### config.mk
export PLATFORM = sky130hd
export DESIGN_NAME = uart_rx_mvote
export DESIGN_NICKNAME = d
export VERILOG_FILES = /design/src/rtl/uart_defs.sv /design/src/rtl/uart_sync2.sv /design/src/rtl/uart_rx_mvote.sv
export SDC_FILE = /design/constraint.sdc
export NUM_CORES = 1
export LEC_CHECK = 0
export BUFFER_PORTS_ARGS = -buffer_cell sky130_fd_sc_hd__buf_2
export CELL_PAD_IN_SITES_DETAIL_PLACEMENT = 0
export CELL_PAD_IN_SITES_GLOBAL_PLACEMENT = 2
export CORE_MARGIN = 3
export CORE_UTILIZATION = 36
export DETAILED_ROUTE_END_ITERATION = 7
export PLACE_DENSITY = 0.77
export SYNTH_ARGS = -nofsm -noshare
export SYNTH_HDL_FRONTEND = slang
export SYNTH_SLANG_ARGS = --single-unit
### constraint.sdc
create_clock -name clk -period 1.9 [get_ports clk]
set_input_delay 0.38 -clock clk [delete_from_list [all_inputs] [get_ports clk]]
set_output_delay 0.38 -clock clk [all_outputs]
set_load 0.01 [all_outputs]
### src/rtl/uart_defs.sv
// Shared UART definitions: receiver FSM encoding, frame width and the
// majority-of-3 voter reused by other UART blocks and their checkers.
package uart_defs;

  localparam int unsigned UART_DATA_BITS = 8;

  typedef enum logic [2:0] {
    StIdle,
    StStart,
    StData,
    StStop,
    StWaitIdle
  } rx_state_e;

  function automatic logic maj3(input logic a, input logic b, input logic c);
    return (a & b) | (a & c) | (b & c);
  endfunction

endpackage

### src/rtl/uart_sync2.sv
// Two-flop synchronizer for asynchronous pin inputs; resets to the idle-high
// line level so a reset never looks like a start bit.
module uart_sync2 (
  input  logic clk,
  input  logic rst,
  input  logic d_i,
  output logic q_o
);

  logic meta_q;
  logic sync_q;

  always_ff @(posedge clk or posedge rst) begin
    if (rst) begin
      meta_q <= 1'b1;
      sync_q <= 1'b1;
    end else begin
      meta_q <= d_i;
      sync_q <= meta_q;
    end
  end

  assign q_o = sync_q;

endmodule

### src/rtl/uart_rx_mvote.sv
// 8N1 UART receiver, LSB first, deciding each bit by a majority of three
// samples around mid-bit; sticky ready/frame_err/overrun cleared by ready_clr.
module uart_rx_mvote
  import uart_defs::*;
#(
  parameter int unsigned CLOCKS_PER_PULSE = 5208
) (
  input  logic       clk,
  input  logic       rst,
  input  logic       rx,
  input  logic       ready_clr,
  output logic [7:0] data_out,
  output logic       ready,
  output logic       frame_err,
  output logic       overrun,
  output logic       rx_busy
);

  localparam int unsigned Half = CLOCKS_PER_PULSE / 2;
  localparam int unsigned CntW = $clog2(CLOCKS_PER_PULSE);
  localparam logic [CntW-1:0] CntMax  = CntW'(CLOCKS_PER_PULSE - 1);
  localparam logic [CntW-1:0] CntSmp0 = CntW'(Half - 1);
  localparam logic [CntW-1:0] CntSmp1 = CntW'(Half);
  localparam logic [CntW-1:0] CntDec  = CntW'(Half + 1);
  localparam logic [2:0]      LastBit = 3'(UART_DATA_BITS - 1);

  logic            rxs;
  rx_state_e       state_q, state_d;
  logic [CntW-1:0] cnt_q, cnt_d;
  logic [2:0]      bit_idx_q, bit_idx_d;
  logic [7:0]      shift_q, shift_d;
  logic [1:0]      samp_q, samp_d;
  logic [7:0]      data_q, data_d;
  logic            ready_q, ready_d;
  logic            ferr_q, ferr_d;
  logic            ovr_q, ovr_d;
  logic            decide, vote, byte_done, stop_bad;

  uart_sync2 u_sync (
    .clk (clk),
    .rst (rst),
    .d_i (rx),
    .q_o (rxs)
  );

  // The third sample is the live rxs at the decision cycle itself.
  assign decide = (cnt_q == CntDec);
  assign vote   = maj3(samp_q[0], samp_q[1], rxs);

  always_comb begin
    samp_d = samp_q;
    if (cnt_q == CntSmp0) samp_d[0] = rxs;
    if (cnt_q == CntSmp1) samp_d[1] = rxs;
  end

  always_comb begin
    state_d   = state_q;
    cnt_d     = (cnt_q == CntMax) ? '0 : cnt_q + 1'b1;
    bit_idx_d = bit_idx_q;
    shift_d   = shift_q;
    byte_done = 1'b0;
    stop_bad  = 1'b0;
    case (state_q)
      StIdle: begin
        cnt_d = '0;
        // The cycle that first sees rxs low counts as cnt 0 of the start bit.
        if (!rxs) begin
          state_d = StStart;
          cnt_d   = CntW'(1);
        end
      end
      StStart: begin
        if (decide) begin
          if (vote) begin
            state_d = StIdle;
          end else begin
            state_d   = StData;
            bit_idx_d = '0;
          end
        end
      end
      StData: begin
        if (decide) begin
          shift_d   = {vote, shift_q[7:1]};
          bit_idx_d = bit_idx_q + 1'b1;
          if (bit_idx_q == LastBit) state_d = StStop;
        end
      end
      StStop: begin
        if (decide) begin
          if (vote) begin
            byte_done = 1'b1;
            state_d   = StIdle;
          end else begin
            stop_bad = 1'b1;
            state_d  = StWaitIdle;
          end
        end
      end
      StWaitIdle: begin
        cnt_d = '0;
        if (rxs) state_d = StIdle;
      end
      default: state_d = StIdle;
    endcase
  end

  // Set beats a coincident ready_clr for every flag.
  always_comb begin
    data_d  = byte_done ? shift_q : data_q;
    ready_d = (ready_q & ~ready_clr) | byte_done;
    ferr_d  = (ferr_q & ~ready_clr) | stop_bad;
    ovr_d   = (ovr_q & ~ready_clr) | (byte_done & ready_q & ~ready_clr);
  end

  always_ff @(posedge clk or posedge rst) begin
    if (rst) begin
      state_q   <= StIdle;
      cnt_q     <= '0;
      bit_idx_q <= '0;
      shift_q   <= '0;
      samp_q    <= 2'b11;
      data_q    <= '0;
      ready_q   <= 1'b0;
      ferr_q    <= 1'b0;
      ovr_q     <= 1'b0;
    end else begin
      state_q   <= state_d;
      cnt_q     <= cnt_d;
      bit_idx_q <= bit_idx_d;
      shift_q   <= shift_d;
      samp_q    <= samp_d;
      data_q    <= data_d;
      ready_q   <= ready_d;
      ferr_q    <= ferr_d;
      ovr_q     <= ovr_d;
    end
  end

  assign data_out  = data_q;
  assign ready     = ready_q;
  assign frame_err = ferr_q;
  assign overrun   = ovr_q;
  assign rx_busy   = (state_q != StIdle);

endmodule

Word-level counts from Yosys, hierarchy flattened. Cells that the tools add are included.

Eq/ne operators: 16. Bitwise operators: 14. $add $sub $neg: 2. Mux-type cells: 22. Shift-type cells: 0. Reductions and logical operators: 6. Multiply operators: 0. Order comparisons: 0. Div/mod/pow operators: 0.

Operators with widths (count): $eq 13x12->1 const B (3); $mux 3 (10); $pmux 13 s2 (1); $pmux 3 s5 (1); $add 13x1->13 const B (1); $eq 13x13->1 const B (1); $mux 13 (1); $ne 2x2->1 const B (6); $and 1x1->1 (8); $mux 1 (7); $eq 3x2->1 const B (2); $eq 3x3->1 const B (2); $pmux 3 s2 (1); $reduce_and 6->1 (1); $or 1x1->1 (5); $reduce_and 4->1 (1); $add 3x1->3 const B (1); $eq 3x1->1 const B (1); $logic_not 3->1 (1); $reduce_bool 3->1 (1); $mux 2 (1); $ne 2x1->1 const B (1); $reduce_and 2->1 (1); $reduce_bool 2->1 (1); $not 1->1 (1).

Memory bits (writable): 0. Memories: 0. Bits in latches: 0. Logic and storage cells: 72. Register bits after elaboration: 42. Output and inout port bits: 12. ROM bits: 0.

Depth between registers and ports, before layout. Gate-level depths: netlist of the first run.

Word-level depth: 9. Depth in mapped cells: 6. Depth with buffers taken out: 6.

Cells and area by module. A second synthesis of the first run with hierarchy kept.

Cells, all modules: 161. Area total of the unflattened synthesis: 1928.1 µm².

Modules (own cells, without submodules): uart_rx_mvote (area an instance 1871.8 µm², times used 1, sequential area each 1003.5 µm², cells an instance 158); uart_sync2 (area an instance 56.3 µm², times used 1, sequential area each 52.6 µm², cells an instance 3).

Least setup slack after synthesis of the first run. OpenSTA, ideal clock, no wires.

Kind: register -> register. Start point: register cnt_q[4]. End point: register data_q[0], in the netlist data_out[0]. Arrival time: 1.793 ns. Slack: -0.018 ns. Cell stages (with the launch flop): 5. Period minus slack after synthesis: 1.918 ns. Data required time: 1.775 ns. Setup time: 0.125 ns. Path through: dfrtp_1 or3b_4 nor4_4 nand4_4 mux2_2.

Word-level cells in the longest chain between the ends: 3.

Ends and longest elaborated chain: start: declaration (line uart_rx_mvote.sv:29) `logic [CntW-1:0] cnt_q, cnt_d;`; start signal: assignment (line uart_rx_mvote.sv:129) `cnt_q <= cnt_d;`; $eq 13x12->1 (line uart_rx_mvote.sv:47) `assign decide = (cnt_q == CntDec);`; $mux 1 (line uart_rx_mvote.sv:90) `if (decide) begin`; $mux 1 (line uart_rx_mvote.sv:63) `case (state_q)`; end signal: assignment (line uart_rx_mvote.sv:133) `data_q <= data_d;`; end: declaration (line uart_rx_mvote.sv:33) `logic [7:0] data_q, data_d;`.

No other way between the ends. A chain may end at the register's enable or synchronous reset.

Final worst setup path of the first run.
Start point: register cnt_q[8]. End point: register shift_q[7].

Word-level cells in the longest chain between the ends: 2.

Ends and longest elaborated chain: $eq 13x12->1 (line uart_rx_mvote.sv:47); $reduce_and 2->1 (no line); end signal: assignment (line uart_rx_mvote.sv:131) `shift_q <= shift_d;`; end: declaration (line uart_rx_mvote.sv:31) `logic [7:0] shift_q, shift_d;`.

No other way between the ends.

==> results.toml, run 1 <==
[yosys]
synth_fa_ha_area_share_pct = 3.65
yosysWarnings = 0
netlist_area_um2 = 1990
yosysMostFrequentCell = "dfrtp_1"
syn_inst = 160
seq_area_frac_synth_pct = 53.2
synth.net_count = 169
ys_seq_elements = 42
synthSimpleGateAreaFrac_pct = 19.9
synth_compound_area_share_pct = 3.47
synth_edf_count = 0
yosysUniqueCellTypes = 43
synthFlopType = "dfrtp_1"
yosys.area.top_type = "dfrtp_1"
synth_top_cell_area_share_pct = 47.9
avgSynthCellArea_um2 = 12.4
synth.top_cells.by_area = "dfrtp_1 (48%), mux2_2 (11%), dfstp_2 (5.3%), ha_1 (3.2%), xor2_1 (3.1%)"
synth_xor_area_share_pct = 5.29
synthMuxAreaShare_pct = 11.3
ys_top_cells_by_count = "dfrtp_1 (38), mux2_2 (20), nor2_1 (15)"
synth_top_family_by_area = "simple AND/OR/NAND/NOR gates"
synth-async-reset-ratio_pct = 100

[setup_path]
critPathMaxStageDelay_ps = 440
cp_top_family = "simple AND/OR/NAND/NOR gates"
critical_path_buf_inv_count = 1
rr_startpoint = "cnt_q[8]"
slowest_stage = "or3b_4"
ff2ff_path_depth = 5
worst-setup-path-type = "register to register"
crit_chain = "or3b_4 -> nor4_4 -> buf_4 -> nand4b_4 -> mux2_2"
setup.worst_path.start_class = "register"
r2r_slack_ps = 80
worst_ep_required_time_ps = 2080
reg2reg_to = "shift_q[7]"
cp_max_fo = 8
cp.arrival_ps = 2000
endpoint_kind = "register"

[routing]
avgRoutedWirePerCell_um = 14.0
vias = 1301
finalWirelength_um = 3680
firstDrtPassIters = 4
first_iter_violations = 37
drc = 0
postRouteAntennaNets = 0
viasPerCell = 4.93

[power_and_ir_drop]
peakVddDrop_mv = 0.470
switchingPower_uw = 327
switching_share_pct = 21.4
p_int_uw = 1200
leakage_uw = 0.00113
combPwrFrac_pct = 1.5
power_frac_clock_pct = 39.7
p_per_area_nw_per_um2 = 653
p_seq_share_pct = 58.8

[floorplanning]
std_cell_rows = 26
num_io_pins = 16
coreArea_um2 = 5200
die_x_um = 80.3
dieHeight_um = 80.3
die_area_um2 = 6440
start_util_pct = 38.1

[sta]
hold_violations = 0
skew_ps = 7.59
max_clock_freq_ghz = 0.548
grt_setup_unrepaired = "yes"
setup_violations = 0
worst_pin_slew_ps = 526
min_period_ps = 1820
drv_slew = 0
relSlewSlack_pct = 64.9
fin_crit_sh_pct = 96.0

[placed_design]
dpl_cell_area_um2 = 2220
hpwl_um = 2700
place.port_buffers = 15
place.gp.congestion = 0.840
dp_cells = 254

[clock_tree]
cts_buffer_depth = 2
root_buffer = "clkbuf_8"
clock_latency_ps = 290
cts_sinks = 42
ctsHoldBuffers = 0
cts_made_buffers = 5
cts_max_level = 2
clkTransAtPathRegs_ps = 80
cts_tree = "done"

[layout]
multi_input_area_um2 = 873
antennaDiodeCount = 0
fin_nets = 202
drive_gt1_share_pct = 37.1
area_delta_synth_final_pct = 17.7
stdcell_count = 264
seqCellArea_um2 = 1060
fill_cells = 515
final_cell_area_um2 = 2340

[min_path]
min_path_type = "input port to register"
hold_end = "u_sync.meta_q"
hold_depth = 1
min_from = "rx"

[global_routing]
grt_pass1_wl_um = 6690
first_global_vias = 1425
track_usage_pct = 13.5
antenna_found_initial = 0
grt_remaining_overflow = 0
grt_max_degree = 43

[status]
status = "completed"

[flow_run]
drv_cap = 0
cell type report:
class | count | area share [%]
flip-flops and latches | 42 | 45.2
multi-input cells | 106 | 37.4
repair buffers | 31 | 8.35
well taps | 70 | 3.75
clock buffers | 6 | 3.53
inverters | 7 | 1.12
clock inverters | 2 | 0.696
power by group through the flow:
stage                     combinational (uW)  clock, uW  sequential, uW
after floorplan                         13.5          0             916
after global placement                  22.9          0             916
after detailed placement                23.9          0             916
after CTS                               23.9        631             899
after global routing                    26.9        674             899
final                                   22.2        606             899
metrics by stage:
stage	hold slack, ps	setup WS (ps)	TNS, ps	total power, uW	utilization, %
final	182	76.6	0	1530	44.9
after detailed placement	350	52.7	0	940	42.6
after global routing	157	-29.7	-266	1600	44.9
after global placement	346	73.8	0	939	42.6
after floorplan	345	36.5	0	929	-
after CTS	168	34.2	0	1550	44.5
how the worst max path moves through the flow:
stage                         start          end  slack (ps)  depth (start not counted)
final                      cnt_q[8]   shift_q[7]          80                          5
after global routing       cnt_q[6]   state_q[1]         -30                          5
after CTS                 cnt_q[10]  data_out[1]          30                          5
after detailed placement  cnt_q[10]  data_out[1]          50                          5
after global placement    cnt_q[10]   shift_q[7]          70                          5
after floorplan            cnt_q[4]   state_q[1]          40                          4
logic make-up after synthesis:
group | Yosys count
compound gates | 10
xor+xnor | 12
fa+ha+maj | 6
buf+inv | 12
flops | 42
mux | 20
simple gates | 58
registers in the layout (all words and copies together), names as in the netlist:
signal         flops
u_sync.q_o         1
shift_q            8
frame_err          1
samp_q             2
overrun            1
bit_idx_q          3
data_out           8
u_sync.meta_q      1
cnt_q             13
ready              1
state_q            3
repair_timing:
| item | CTS | global route |
|---|---|---|
| gates resized for setup | 0 | 1 |
| hold endpoints to repair | 0 | 0 |
| setup buffers | 0 | 2 |
| endpoints found under the setup margin | 0 | 20 |
worst reg2reg max path, delay by kind of cell (launching register included):
| kind | cells | cell delay, ps |
|---|---|---|
| buffers and inverters | 1 | 180 |
| flip-flops | 1 | 390 |
| multiplexers | 1 | 320 |
| AND/OR/NAND/NOR | 3 | 830 |
routing by layer:
layer  global-route usage, %  routed length, um  up-vias
li1                        -                  -      634
met1                    16.8               1760      653
met2                    22.8               1790       10
met3                    3.59                 88        4
met4                    4.56                 44        0
met5                       0                  0        -
cell usage in the layout, fill, tap and decap left out, types with 5 or more instances in the layout:
cell type and n:
ha_1 5, xor2_1 7, buf_4 16, clkbuf_8 6, mux2_2 20, buf_2 15, xnor2_1 5, inv_1 7
nand3_1 7, dfrtp_1 38, nor2_1 15
(Power assumes the default switching activity.)
==> inputs of run 2 (changes only) <==
Settings changed: BUFFER_PORTS_ARGS -buffer_cell sky130_fd_sc_hd__buf_2 to -buffer_cell sky130_fd_sc_hd__buf_4.
==> run 2 against run 1 <==
  * First-iteration DRC count up 32%
  * Worst hold slack better by 7.8 ps
  * Clock skew down 4.3 ps
  * Final area up 1.0%
  * Combinational power up 7%
  * Largest cell class unchanged
==> results.toml, run 2 (synthesized netlist as in run 1, its figures left out) <==
[status]
status = "completed"

[power_and_ir_drop]
switching_share_pct = 21.7
peakVddDrop_mv = 0.344
p_per_area_nw_per_um2 = 650
finalPower_uw = 1530
switchingPower_uw = 333
p_seq_share_pct = 58.6
power_frac_clock_pct = 39.9
p_int_uw = 1200
leakage_uw = 0.00113
combPwrFrac_pct = 1.5

[sta]
skew_ps = 3.29
max_clock_freq_ghz = 0.542
relSlewSlack_pct = 65.3
fin_crit_sh_pct = 97.2
worst_pin_slew_ps = 521
min_period_ps = 1850
grt_setup_unrepaired = "yes"
hold_violations = 0
setup_violations = 0
holdWs_ps = 190
drv_slew = 0

[placed_design]
hpwl_um = 2650
place.port_buffers = 15
place.gp.congestion = 0.841
dp_cells = 254

[floorplanning]
std_cell_rows = 26
die_x_um = 80.3
coreArea_um2 = 5200
dieHeight_um = 80.3
start_util_pct = 38.1
num_io_pins = 16
die_area_um2 = 6440

[flow_run]
drv_cap = 0

[clock_tree]
cts_made_buffers = 5
root_buffer = "clkbuf_8"
clock_latency_ps = 290
cts_tree = "done"
cts_max_level = 2
clkTransAtPathRegs_ps = 80
cts_sinks = 42
ctsHoldBuffers = 0
cts_resized = 0
cts_buffer_depth = 2

[routing]
vias = 1300
finalWirelength_um = 3670
drc = 0
viasPerCell = 4.94
postRouteAntennaNets = 0
first_iter_violations = 49
firstDrtPassIters = 4
avgRoutedWirePerCell_um = 14.0

[setup_path]
cp_max_fo = 8
worst_ep_required_time_ps = 2080
worst-setup-path-type = "register to register"
r2r_slack_ps = 50
cp.arrival_ps = 2030
endpoint_kind = "register"
setup.worst_path.start_class = "register"

[global_routing]
grt_pass1_wl_um = 6630
grt_remaining_overflow = 0
antenna_found_initial = 0
track_usage_pct = 13.5
grt_max_degree = 43
first_global_vias = 1358

[layout]
antennaDiodeCount = 0
largest_reg_flops = 13
drive_gt1_share_pct = 36.3
fill_cells = 504
stdcell_count = 263
area_delta_synth_final_pct = 18.9
layout_commonest_cell = "dfrtp_1"
fin_nets = 201
final_cell_mix = "dfrtp_1 (38), buf_4 (30), mux2_2 (20)"
top_register = "cnt_q"

[min_path]
min_path_type = "input port to register"
run 2: power groups by stage:
stage	Clock (uW)	Combinational [uW]	Sequential [uW]
floorplan	0	13.5	916
global placement	0	24.8	916
detailed placement	0	26.2	916
CTS	644	25.8	899
global route	683	29.0	899
finish	612	23.7	899
run 2: final cells by class:
class                           instances  area, um2  area share [%]
Multi-Input combinational cell        106        867            36.7
Inverter                                7       26.3            1.11
Clock inverter                          2       16.3           0.689
Tap cell                               70       87.6            3.71
Timing Repair Buffer                   30        225            9.54
Sequential cell                        42       1060            44.7
Clock buffer                            6       82.6            3.50
run 2: worst paths after layout:
check / from / to / cells after the start
worst max-delay path: cnt_q[8] / shift_q[6] / 5
worst min-delay path: rx / u_sync.meta_q / 1
worst max register to register: cnt_q[8] / shift_q[6] / 5
worst min register to register: u_sync.meta_q / u_sync.q_o / 0
max in group asynchronous: rst / samp_q[0] / 3
min in group asynchronous: rst / shift_q[1] / 3
run 2: per-stage QoR:
step                util (%)  cell area [um2]  setup TNS (ps)  setup WS, ps
finish                  45.4             2360               0          53.7
floorplan                  -             1990               0          36.5
CTS                     45.2             2350               0          9.22
global placement        43.3             2250               0          74.5
global route            45.4             2360            -211         -32.1
detailed placement      43.3             2250               0          31.9
run 2: worst max-delay path: stages (launching register included):
cell and delay, ps:
dfrtp_1 400, or3b_4 430, nor4_4 200, buf_4 180, nand4b_4 180, mux2_2 320
run 2: timing repair:
item                                    in CTS  in global routing
endpoints found under the setup margin       0                 17
setup buffers                                0                  1
endpoints found under the hold margin        0                  0
run 2: metal layers:
| metal | vias to the layer above | wire (um) | track usage [%] |
|---|---|---|---|
| li1 | 632 | - | - |
| met1 | 650 | 1700 | 17.2 |
| met2 | 16 | 1830 | 21.9 |
| met3 | 2 | 116 | 3.70 |
| met4 | 0 | 20 | 4.56 |
| met5 | - | 0 | 0 |
==> inputs of run 3 (changes only) <==
Settings changed: PLACE_DENSITY 0.77 to 0.78, SYNTH_HIERARCHICAL set to 1.
==> run 3 against run 2 <==
  * The run now ends with setup timing left
  * Non-clock buffer count is 15 higher
  * Sequential power hardly changed
  * Combinational power is 14% higher
  * Critical path type unchanged
  * Routed wire length is 4.8% higher
  * Largest power group unchanged
  * Cell count is 6.1% higher
  * Core utilization is 3.1 points higher
  * Flip-flop and latch count stayed put
  * Fmax is 13% lower
  * Clock-buffer cell count stayed put
  * Critical path depth is 1 lower
  * Sequential share of layout area is 2.3 points lower
==> results.toml, run 3 <==
[layout]
top_register = "cnt_q"
final_cell_area_um2 = 2490
antennaDiodeCount = 0
layout_commonest_cell = "buf_4"
drive_gt1_share_pct = 40.7
largest_reg_flops = 13
final_cell_mix = "buf_4 (42), dfrtp_1 (38), nor2_1 (18)"
fill_cells = 496
area_delta_synth_final_pct = 29.2
seqCellArea_um2 = 1060
multi_input_area_um2 = 853
fin_nets = 217

[floorplanning]
die_area_um2 = 6270
std_cell_rows = 26
coreArea_um2 = 5140
num_io_pins = 16
dieHeight_um = 79.2
start_util_pct = 37.5
die_x_um = 79.2

[setup_path]
worst_ep_required_time_ps = 2080
rr_startpoint = "cnt_q[12]"
crit_path_start = "cnt_q[12]"
endpoint_kind = "register"
slowest_stage = "or4b_4"
cp.arrival_ps = 2310
worst-setup-path-type = "register to register"
cp_max_fo = 3
crit_chain = "or4b_4 -> or3_4 -> or4_4 -> mux2_4"
setup.worst_path.start_class = "register"
critPathMaxStageDelay_ps = 530

[yosys]
yosysMostFrequentCell = "dfrtp_1"
syn_inst = 161
netlist_area_um2 = 1930
synth.net_count = 170
yosysUniqueCellTypes = 38
synth-async-reset-ratio_pct = 100
avgSynthCellArea_um2 = 12.0
yosysWarnings = 6
synth_top_cell_area_share_pct = 49.3
ys_seq_elements = 42
ys_top_cells_by_count = "dfrtp_1 (38), mux2_2 (19), nor2_1 (18)"
synthFlopType = "dfrtp_1"
yosys.area.top_type = "dfrtp_1"
synth_edf_count = 0
seq_area_frac_synth_pct = 54.8
synth.top_cells.by_area = "dfrtp_1 (49%), mux2_2 (11%), dfstp_2 (5.5%), nor2_1 (3.5%), ha_1 (3.2%)"

[placed_design]
post-place-ws_ps = -242
place.gp.congestion = 0.851
place.port_buffers = 15
dpl_cell_area_um2 = 2350
hpwl_um = 2850

[sta]
holdWs_ps = 114
min_period_ps = 2130
fin_crit_sh_pct = 112
skew_ps = 5.90
max_clock_freq_ghz = 0.469
grt_setup_unrepaired = "yes"
fin_tns_setup_ps = -2220
setup_violations = 15
drv_slew = 0
relSlewSlack_pct = 65.4
worst_pin_slew_ps = 519
setup_ws_ps = -232
hold_violations = 0

[status]
violations = "setup timing"
status = "finished with violations"

[global_routing]
grt_max_degree = 41
grt_remaining_overflow = 0
grt_pass1_wl_um = 6490
antenna_found_initial = 0
track_usage_pct = 13.3
first_global_vias = 1377

[clock_tree]
cts_buffer_depth = 2
cts_sinks = 42
cts_made_buffers = 5
cts_tree = "done"
clock_latency_ps = 290
root_buffer = "clkbuf_8"
cts_max_level = 2
ctsHoldBuffers = 0
clkTransAtPathRegs_ps = 80

[routing]
drc = 0
viasPerCell = 4.78
vias = 1334
avgRoutedWirePerCell_um = 13.8
first_iter_violations = 42
finalWirelength_um = 3850
postRouteAntennaNets = 0
firstDrtPassIters = 4

[min_path]
min_path_type = "input port to async pin"

[power_and_ir_drop]
peakVddDrop_mv = 0.400
p_per_area_nw_per_um2 = 608
leakage_uw = 0.00120

[flow_run]
drv_cap = 0
[run 3: changes by cell type in the layout (fill, tap and decap cells not counted), moves of 4 or more]
cell	delta
buf_4	+12
mux2_2	-10
mux2_4	+9
and3_1	-4
inv_1	+4
[run 3: routing by layer]
layer  track usage [%]  routed length [um]
met5                 0                   0
met4              4.30                  70
met3              3.97                 113
met2              21.5                1840
met1              17.2                1820
[run 3: layout make-up]
type | count | share of cell area [%]
well taps | 70 | 3.52
clock buffers | 6 | 3.31
clock inverters | 2 | 0.502
multi-input cells | 103 | 34.3
inverters | 11 | 1.66
repair buffers | 45 | 14.4
flip-flops and latches | 42 | 42.4
[run 3: power breakdown]
part | internal [uW] | switching, uW | leakage, uW | total (uW)
Sequential | 897 | 1.42 | 0.000553 | 899
Clock | 292 | 297 | 0.0000472 | 589
Combinational | 7.09 | 20.0 | 0.000599 | 27.1
[run 3: per-stage QoR]
| stage | instances | utilization [%] | total power, uW |
|---|---|---|---|
| after CTS | 278 | 48.1 | 1540 |
| after floorplan | 161 | - | 929 |
| final | 279 | 48.5 | 1510 |
| after detailed placement | 269 | 45.7 | 945 |
| after global placement | 269 | 45.7 | 943 |
| after global routing | 279 | 48.5 | 1580 |
[run 3: cell families after synthesis]
kind of cell / after synthesis / share of synthesized area [%]
simple gates: 56 / 16.8
buf+inv: 16 / 4.35
xor+xnor: 11 / 5.00
fa+ha+maj: 6 / 3.76
mux: 20 / 11.6
compound gates: 10 / 3.70
flops: 42 / 54.8
[run 3: critical path, delay by kind of cell (launching register included)]
| family | cells | cell delay (ps) |
|---|---|---|
| AND/OR/NAND/NOR | 3 | 1370 |
| flip-flops | 1 | 390 |
| multiplexers | 1 | 270 |
[run 3: path summary, 6_finish.rpt]
kind	endpoint	slack, ps	depth (start not counted)
min in group clk	u_sync/meta_q	190	1
worst min register to register	u_sync/q_o	360	0
worst max register to register	bit_idx_q[0]	-230	4
worst max-delay path	bit_idx_q[0]	-230	4
worst min-delay path	u_sync/meta_q	110	2
max in group asynchronous	samp_q[0]	1300	3
[run 3: timing repair]
item | CTS | global route
buffers inserted | 1 | 1
resized for setup | 5 | 2
endpoints found under the hold margin | 0 | 0
pin swaps | 4 | 2
setup endpoints to repair | 22 | 22
